[src/rtl/read_miss_issuer_pkg.sv]
// rtl/read_miss_issuer_pkg.sv - shared widths, FIFO entry type and issue FSM encoding for the read-miss path
// Macros (overridable on the command line): AXI_ADDR_WIDTH, TID_WIDTH, AXI_ID_WIDTH.
`ifndef AXI_ADDR_WIDTH
`define AXI_ADDR_WIDTH 32
`endif
`ifndef TID_WIDTH
`define TID_WIDTH 8
`endif
`ifndef AXI_ID_WIDTH
`define AXI_ID_WIDTH 4
`endif

package read_miss_issuer_pkg;

    localparam int unsigned DEF_ADDR_WIDTH = `AXI_ADDR_WIDTH;
    localparam int unsigned DEF_TID_WIDTH  = `TID_WIDTH;
    localparam int unsigned DEF_ID_WIDTH   = `AXI_ID_WIDTH;
    localparam int unsigned DEF_LINE_BYTES = 64;
    localparam int unsigned LINE_OFFSET    = $clog2(DEF_LINE_BYTES);

    // R_MISS_FIFO entry as seen by the fill handler; tid occupies the MSBs.
    typedef struct packed {
        logic [DEF_TID_WIDTH-1:0]  tid;
        logic [DEF_ADDR_WIDTH-1:0] addr;
    } r_miss_entry_t;

    typedef enum logic {
        S_IDLE  = 1'b0,
        S_ISSUE = 1'b1
    } issue_state_e;

endpackage

[src/rtl/read_miss_issuer_credit.sv]
// rtl/read_miss_issuer_credit.sv - up/down in-flight miss counter with a below-limit flag
// Ports: clk, rst_n (sync, active-low), inc_i (+1), dec_i (-1, ignored at zero),
//        count_o (registered count), below_max_o (count_o < MAX_COUNT).
module miss_credit_counter #(
    parameter int unsigned MAX_COUNT = 8,
    parameter int unsigned CNT_WIDTH = $clog2(MAX_COUNT) + 1
) (
    input  logic                 clk,
    input  logic                 rst_n,
    input  logic                 inc_i,
    input  logic                 dec_i,
    output logic [CNT_WIDTH-1:0] count_o,
    output logic                 below_max_o
);

    localparam logic [CNT_WIDTH-1:0] MAX_VAL = CNT_WIDTH'(MAX_COUNT);

    logic [CNT_WIDTH-1:0] count_q, count_d;
    logic                 inc_ok, dec_ok;

    always_comb begin
        count_d = count_q;
        // Saturate at both ends so a stray pop cannot wrap the count.
        inc_ok  = inc_i && (count_q != MAX_VAL);
        dec_ok  = dec_i && (count_q != '0);
        if (inc_ok && !dec_ok) begin
            count_d = count_q + CNT_WIDTH'(1);
        end else if (dec_ok && !inc_ok) begin
            count_d = count_q - CNT_WIDTH'(1);
        end
    end

    always_ff @(posedge clk) begin
        if (!rst_n) begin
            count_q <= '0;
        end else begin
            count_q <= count_d;
        end
    end

    assign count_o     = count_q;
    assign below_max_o = (count_q < MAX_VAL);

endmodule

[src/rtl/read_miss_issuer.sv]
// rtl/read_miss_issuer.sv - accepts read misses, pushes {tid, line addr} into R_MISS_FIFO and issues one AXI AR per miss
// Ports: miss_* (miss request handshake), write_en_o/wdata_fifo_o/full_i (FIFO push side),
//        pop_i (fill side pop), ar* (AXI AR channel), outstanding_o (in-flight count).
// Optional macro READ_MISS_PERF_CNT_EN adds miss_cnt_o / stall_cnt_o saturating counters.
module read_miss_issuer
    import read_miss_issuer_pkg::*;
#(
    parameter int unsigned ADDR_WIDTH      = DEF_ADDR_WIDTH,
    parameter int unsigned TID_WIDTH       = DEF_TID_WIDTH,
    parameter int unsigned ID_WIDTH        = DEF_ID_WIDTH,
    parameter int unsigned LINE_BYTES      = DEF_LINE_BYTES,
    parameter int unsigned MAX_OUTSTANDING = 8,
    parameter int unsigned CNT_WIDTH       = $clog2(MAX_OUTSTANDING) + 1
) (
    input  logic                          clk,
    input  logic                          rst_n,
    input  logic                          miss_valid_i,
    output logic                          miss_ready_o,
    input  logic [ADDR_WIDTH-1:0]         miss_addr_i,
    input  logic [TID_WIDTH-1:0]          miss_tid_i,
    output logic                          write_en_o,
    input  logic                          full_i,
    output logic [ADDR_WIDTH+TID_WIDTH-1:0] wdata_fifo_o,
    input  logic                          pop_i,
    output logic                          arvalid_o,
    input  logic                          arready_i,
    output logic [ADDR_WIDTH-1:0]         araddr_o,
    output logic [ID_WIDTH-1:0]           arid_o,
    output logic [CNT_WIDTH-1:0]          outstanding_o
`ifdef READ_MISS_PERF_CNT_EN
    ,
    output logic [31:0]                   miss_cnt_o,
    output logic [31:0]                   stall_cnt_o
`endif
);

    localparam int unsigned           OFF       = $clog2(LINE_BYTES);
    localparam logic [ADDR_WIDTH-1:0] LINE_MASK = ~((ADDR_WIDTH'(1) << OFF) - ADDR_WIDTH'(1));

    issue_state_e          state_q, state_d;
    logic [ADDR_WIDTH-1:0] araddr_q, araddr_d;
    logic [ID_WIDTH-1:0]   arid_q, arid_d;
    logic [ID_WIDTH-1:0]   id_cnt_q, id_cnt_d;
    logic [ADDR_WIDTH-1:0] aligned_addr;
    logic                  credit_ok;
    logic                  accept;

    assign aligned_addr = miss_addr_i & LINE_MASK;

    miss_credit_counter #(
        .MAX_COUNT (MAX_OUTSTANDING),
        .CNT_WIDTH (CNT_WIDTH)
    ) u_credit (
        .clk         (clk),
        .rst_n       (rst_n),
        .inc_i       (accept),
        .dec_i       (pop_i),
        .count_o     (outstanding_o),
        .below_max_o (credit_ok)
    );

    always_comb begin
        state_d  = state_q;
        araddr_d = araddr_q;
        arid_d   = arid_q;
        id_cnt_d = id_cnt_q;
        // rst_n gates ready so nothing is accepted while the flops are being cleared.
        miss_ready_o = rst_n && (state_q == S_IDLE) && !full_i && credit_ok;
        accept       = miss_valid_i && miss_ready_o;

        case (state_q)
            S_IDLE: begin
                if (accept) begin
                    araddr_d = aligned_addr;
                    arid_d   = id_cnt_q;
                    state_d  = S_ISSUE;
                end
            end
            S_ISSUE: begin
                // AR registers are frozen here so the channel stays stable under backpressure.
                if (arready_i) begin
                    id_cnt_d = id_cnt_q + ID_WIDTH'(1);
                    state_d  = S_IDLE;
                end
            end
            default: state_d = S_IDLE;
        endcase
    end

    always_ff @(posedge clk) begin
        if (!rst_n) begin
            state_q  <= S_IDLE;
            araddr_q <= '0;
            arid_q   <= '0;
            id_cnt_q <= '0;
        end else begin
            state_q  <= state_d;
            araddr_q <= araddr_d;
            arid_q   <= arid_d;
            id_cnt_q <= id_cnt_d;
        end
    end

    assign write_en_o   = accept;
    assign wdata_fifo_o = {miss_tid_i, aligned_addr};
    assign arvalid_o    = (state_q == S_ISSUE);
    assign araddr_o     = araddr_q;
    assign arid_o       = arid_q;

`ifdef READ_MISS_PERF_CNT_EN
    logic [31:0] miss_cnt_q, miss_cnt_d;
    logic [31:0] stall_cnt_q, stall_cnt_d;

    always_comb begin
        miss_cnt_d  = miss_cnt_q;
        stall_cnt_d = stall_cnt_q;
        if (accept && (miss_cnt_q != 32'hFFFF_FFFF)) begin
            miss_cnt_d = miss_cnt_q + 32'd1;
        end
        if (miss_valid_i && !miss_ready_o && (stall_cnt_q != 32'hFFFF_FFFF)) begin
            stall_cnt_d = stall_cnt_q + 32'd1;
        end
    end

    always_ff @(posedge clk) begin
        if (!rst_n) begin
            miss_cnt_q  <= '0;
            stall_cnt_q <= '0;
        end else begin
            miss_cnt_q  <= miss_cnt_d;
            stall_cnt_q <= stall_cnt_d;
        end
    end

    assign miss_cnt_o  = miss_cnt_q;
    assign stall_cnt_o = stall_cnt_q;
`endif

endmodule

[config.mk]
export PLATFORM = sky130hd
export DESIGN_NAME = read_miss_issuer
export DESIGN_NICKNAME = d
export VERILOG_FILES = /design/src/rtl/read_miss_issuer_pkg.sv /design/src/rtl/read_miss_issuer_credit.sv /design/src/rtl/read_miss_issuer.sv
export SDC_FILE = /design/constraint.sdc
export NUM_CORES = 1
export LEC_CHECK = 0
export ABC_AREA = 0
export CORE_MARGIN = 1
export CORE_UTILIZATION = 43
export CTS_BUF_LIST = sky130_fd_sc_hd__clkbuf_4
export DETAILED_ROUTE_END_ITERATION = 8
export HOLD_SLACK_MARGIN = 0.1
export PLACE_DENSITY_LB_ADDON = 0.12
export SETUP_SLACK_MARGIN = 0.1
export SLEW_MARGIN = 10
export SYNTH_ARGS = -nofsm -noshare
export SYNTH_HDL_FRONTEND = slang
export SYNTH_HIERARCHICAL = 1
export SYNTH_SLANG_ARGS = --single-unit
[constraint.sdc]
create_clock -name clk -period 5.9 [get_ports clk]
set_clock_uncertainty 0.15 [all_clocks]
set_input_delay 0.59 -clock clk [delete_from_list [all_inputs] [get_ports clk]]
set_output_delay 0.59 -clock clk [all_outputs]
set_load 0.02 [all_outputs]
==> results.cfg, run 1 <==
[floorplan]
io_pins = 129
rows = 26
start_util = 0.447
dieArea_mm2 = 0.00564
dieHeight_um = 75.1
fp.coreArea_mm2 = 0.00514
die_w_um = 75.1

[worst_setup_path]
crit-reg2reg-launch = arvalid_o
critPathSlowestCell = buf_4
path_cells = buf_2, buf_4, and4_1, clkdlybuf4s50_1
cp.required_ps = 5160
end_kind = output pin
startpoint_type = input pin
critical_path_class = input pin to output pin
cp-startpoint = rst_n
cp.arrival_ps = 2310
r2r_cells = 10
cp_slowest_stage_delay_ps = 650
path_max_fanout = 72
cpLargestDelayFamily = buffers and inverters
cp.depth = 4
crit_buf_inv = 3

[grt]
grt_use_met3 = 0.0629
grt_max_degree = 73
grt_overflow_total = 0
grt_pass1_wl_mm = 6.17
globalRouteTotalUtil = 0.144
busiest_layer = met2
grt_pass1_vias = 1425
grt_util_met2 = 0.224
grt_use_met1 = 0.173
antenna_found_initial = 0

[synthesis]
synth_area_leader_cell = dfxtp_1
async_flop_share = 0
yosysTopAreaCellShare = 0.340
yosysWarningCount = 6
syn_area_per_cell_um2 = 9.78
ys_types = 32
synth_edf_count = 0
synth.area.top_cells = dfxtp_1 (34%), buf_4 (16%), nand3_2 (13%), o21ai_2 (11%), nand2_1 (5.9%)
syn_inst = 235
synthFlopType = dfxtp_1
ys_seq_elements = 39
syn-cell-area_mm2 = 0.00230
synth-seq-area-share = 0.340

[clock_tree]
clk_pin_slew_ps = 130
cts_setup_buffers = 0
cts_hold_buffers = 0
cts_tree = done
htreeDepth = 2
cts_buffer_depth = 2
numCtsBuffers = 5
clkLatencyLatePin_ps = 350
cts_root_buffer = clkbuf_4
cts.sinks = 39
cts_resized = 0

[placement]
dp_slack_ps = 2540
place.gp.congestion = 0.729
post-place-cells = 351
post-dp-hpwl_mm = 2.69
port-buffer-count = 94

[final_layout]
mostFrequentLayoutCell = clkdlybuf4s50_1
num_antenna_cells = 0
n_fill_cell = 492
layout_common_cells = clkdlybuf4s50_1 (93), dfxtp_1 (39), nand2_1 (36)
seqCellArea_um2 = 781
multi_input_area_mm2 = 0.00104
final_core_util = 0.579
final_cells = 359
drive_above_1_share = 0.256
syn2layout_area_growth_pct = 29.5
nNetsFinal = 339

[drt]
vias = 1672
antenna_left = 0
viasPerCell = 4.66
drt-wirelength-per-cell_um = 10.9
drt_wl_total_mm = 3.93
first_pass_iters = 4
drc = 0
drt_iter0_markers = 56

[sta]
fin_crit_ps = 3050
rsz0062_at_grt = no
worstMarginPinSlew_ps = 970
tns_ps = 0
slew_headroom = 0.353
fmax_mhz = 328
drv_slew = 0
fin_crit_sh = 0.517
final-setup-viol-count = 0
worst_slack_ps = 2850
finalHoldViolCount = 0

[run_status]
status = finished clean

[power_and_ir_drop]
p_per_area_mw_per_mm2 = 295
cellLeakagePower_nw = 1.05
vdd_drop_max_v = 0.000334
total_power_mw = 0.877

[worst_hold_path]
min_from = araddr_o[29]
whs_path_depth = 2
min_path_type = flip-flop to flip-flop

[job]
max_cap_violations = 0
per-layer routing:
metal	up-vias	part of all wire
met5	-	0
met4	0	0.016
met3	8	0.10
met2	63	0.43
met1	757	0.46
li1	844	-
worst min-delay path, delay by kind of cell (launching register included):
family           cells  cell delay [ps]
flip-flops           1              330
AND/OR/NAND/NOR      1               60
AO/OA/AOI/OAI        1               40
final cells by class:
| type | instances | share of cell area |
|---|---|---|
| multi-input cells | 144 | 0.351 |
| clock buffers | 5 | 0.0126 |
| inverters | 2 | 0.00252 |
| well taps | 70 | 0.0294 |
| flip-flops and latches | 39 | 0.262 |
| clock inverters | 3 | 0.0227 |
| repair buffers | 96 | 0.319 |
final timing paths:
kind,end,slack (ps)
setup reg to reg,u_credit/count_o[3],3480
setup / recovery,write_en_o,2850
hold reg to reg,araddr_o[29],310
hold / removal,araddr_o[29],310
report_power, final:
group	total (mW)	switching, mW	internal (mW)
combinational	0.329	0.177	0.152
clock	0.223	0.0910	0.132
sequential	0.325	0.0315	0.294
Yosys cell counts, types with 4 or more instances:
master / n
and2_1: 4
buf_12: 4
buf_4: 49
buf_6: 4
dfxtp_1: 39
ha_1: 4
nand2_1: 36
nand3_1: 4
nand3_2: 30
o21ai_2: 30
xnor2_1: 4
stage by stage:
stage               cell area [µm²]  hold slack, ps
detailed placement             2870             300
finish                         2980             314
CTS                            2980             317
global placement               2870             296
global route                   2980             334
floorplan                      2340             292
cell families (layout without fill, tap and decap cells):
kind of cell             after synthesis  in the layout  synth area share
buffers and inverters                 63            106             0.225
flip-flops                            39             39             0.340
adder cells (fa/ha/maj)                5              5            0.0305
other                                  1             12           0.00163
AO/OA/AOI/OAI                         40             40             0.149
AND/OR/NAND/NOR                       81             81             0.230
multiplexers                           2              2           0.00871
XOR/XNOR                               4              4            0.0152
sequential cells by signal, summed over array words and instances (netlist names):
signal and count:
arvalid_o 1, arid_o 4, araddr_o 26, u_credit/count_o 4
id_cnt_q 4
Power figures use the tool's default switching activity.
==> inputs of run 2 (changes only) <==
- CORE_UTILIZATION: 43 -> 36
- clock period: 5.9 -> 2.6 ns (I/O delays scaled with it)
==> run 2 against run 1 <==
Net effect: sequential share of layout area is 0.10 points higher; wire length is 5.0% higher; first-iteration DRC count is 50% lower; design area is 0.38% lower; utilization is 8.7 points lower; via count is 0.84% lower; sequential power is 130% higher; critical endpoint is now u_credit/count_o[3]; largest power group unchanged.
==> results.cfg, run 2 (synthesized netlist as in run 1, its figures left out) <==
[sta]
fmax_mhz = 435
tns_ps = 0
final-setup-viol-count = 0
slew_headroom = 0.437
drv_slew = 0
finalHoldViolCount = 0
rsz0062_at_grt = no
worstMarginPinSlew_ps = 845
worst_slack_ps = 300
fin_crit_ps = 2300
fin_crit_sh = 0.885

[final_layout]
n_fill_cell = 611
drive_above_1_share = 0.257
num_antenna_cells = 0
largest_reg_flops = 26
final_cells = 367
layout_common_cells = clkdlybuf4s50_1 (93), dfxtp_1 (39), nand2_1 (36)
mostFrequentLayoutCell = clkdlybuf4s50_1
syn2layout_area_growth_pct = 29.0
nNetsFinal = 342

[drt]
drc = 0
antenna_left = 0
dr_wl_met2_mm = 1.77
drt-wirelength-per-cell_um = 11.2
drt_wl_total_mm = 4.13
m1WireLength_mm = 1.89
first_pass_iters = 3
wl_met3_um = 424
highest_layer = met4
vias = 1658
drt_iter0_markers = 28
viasPerCell = 4.52

[worst_setup_path]
reg2reg_to = u_credit/count_o[3]
startpoint_type = flip-flop
critical_path_class = flip-flop to flip-flop
reg2reg_slack_ps = 300
cp.required_ps = 2720
path_cells = o41a_1, ha_1, inv_1, ha_1, a21oi_2, a211oi_2, a31oi_1, mux2i_1
cp.arrival_ps = 2420
r2r_cells = 8
cp-startpoint = u_credit/count_o[0]
crit-reg2reg-launch = u_credit/count_o[0]
critPathSlowestCell = o41a_1
cp_slowest_stage_delay_ps = 430
crit_end = u_credit/count_o[3]
end_kind = flip-flop
path_max_fanout = 6
crit_top_cell = ha_1

[power_and_ir_drop]
cellLeakagePower_nw = 1.05
vdd_drop_max_v = 0.000491
p_per_area_mw_per_mm2 = 608

[worst_hold_path]
min_path_type = input pin to flip-flop

[floorplan]
rows = 28
die_w_um = 81.9
start_util = 0.381
fp.coreArea_mm2 = 0.00603
io_pins = 129
dieArea_mm2 = 0.00671
dieHeight_um = 81.9

[grt]
grt_overflow_total = 0
grt_max_degree = 71
grt_pass1_wl_mm = 6.57
globalRouteTotalUtil = 0.128
antenna_found_initial = 0
grt_pass1_vias = 1479

[clock_tree]
cts_setup_buffers = 0
clk_pin_slew_ps = 110
cts_buffer_depth = 2
cts_hold_buffers = 0
numCtsBuffers = 5
htreeDepth = 2
cts_root_buffer = clkbuf_4
clkLatencyLatePin_ps = 330
cts.sinks = 39
cts_tree = done
cts_resized = 0

[placement]
dp_slack_ps = -28.0
port-buffer-count = 94
post-dp-hpwl_mm = 2.80
post-place-cells = 359
place.gp.congestion = 0.750

[run_status]
status = finished clean

[job]
max_cap_violations = 0
## run 2: critical path, delay by kind of cell, from the launching register on
| family | cells | cell delay [ps] |
|---|---|---|
| adder cells (fa/ha/maj) | 2 | 500 |
| AO/OA/AOI/OAI | 4 | 890 |
| flip-flops | 1 | 400 |
| multiplexers | 1 | 190 |
| buffers and inverters | 1 | 120 |
## run 2: how the worst min path moves through the flow
| stage | startpoint | endpoint | slack, ps | cells after the start |
|---|---|---|---|---|
| detailed placement | araddr_o[14] | araddr_o[14] | 300 | 2 |
| finish | rst_n | arvalid_o | 310 | 4 |
| floorplan | arready_i | arvalid_o | 210 | 1 |
| global placement | araddr_o[13] | araddr_o[13] | 300 | 2 |
| global route | rst_n | arvalid_o | 320 | 4 |
| CTS | rst_n | arvalid_o | 310 | 4 |
## run 2: metal layers
layer / up-vias / track usage
li1: 851 / -
met1: 741 / 0.151
met2: 62 / 0.204
met3: 4 / 0.0556
met4: 0 / 0.0439
met5: - / 0
## run 2: cell type report
| class | instances | area, µm² | area share |
|---|---|---|---|
| timing repair buffer | 99 | 986 | 0.332 |
| clock buffer | 6 | 45.0 | 0.0152 |
| clock inverter | 2 | 7.51 | 0.00253 |
| sequential | 39 | 781 | 0.263 |
| tap | 75 | 93.8 | 0.0316 |
| inverter | 2 | 7.51 | 0.00253 |
| multi-input combinational | 144 | 1040 | 0.352 |
## run 2: power by group
| part | total [mW] | leakage (nW) | internal (mW) | switching [mW] |
|---|---|---|---|---|
| Sequential | 0.735 | 0.318 | 0.666 | 0.0690 |
| Combinational | 0.770 | 0.701 | 0.359 | 0.412 |
| Clock | 0.296 | 0.0307 | 0.111 | 0.186 |
## run 2: metrics by stage
stage | util | cell area, µm² | hold slack (ps) | total power [mW]
2_1_floorplan | - | 2340 | 211 | 1.37
3_3_place_gp | 0.483 | 2910 | 297 | 1.52
3_5_place_dp | 0.483 | 2910 | 300 | 1.53
4_1_cts | 0.492 | 2970 | 309 | 1.84
5_1_grt | 0.492 | 2970 | 321 | 1.94
6_report | 0.492 | 2970 | 312 | 1.80
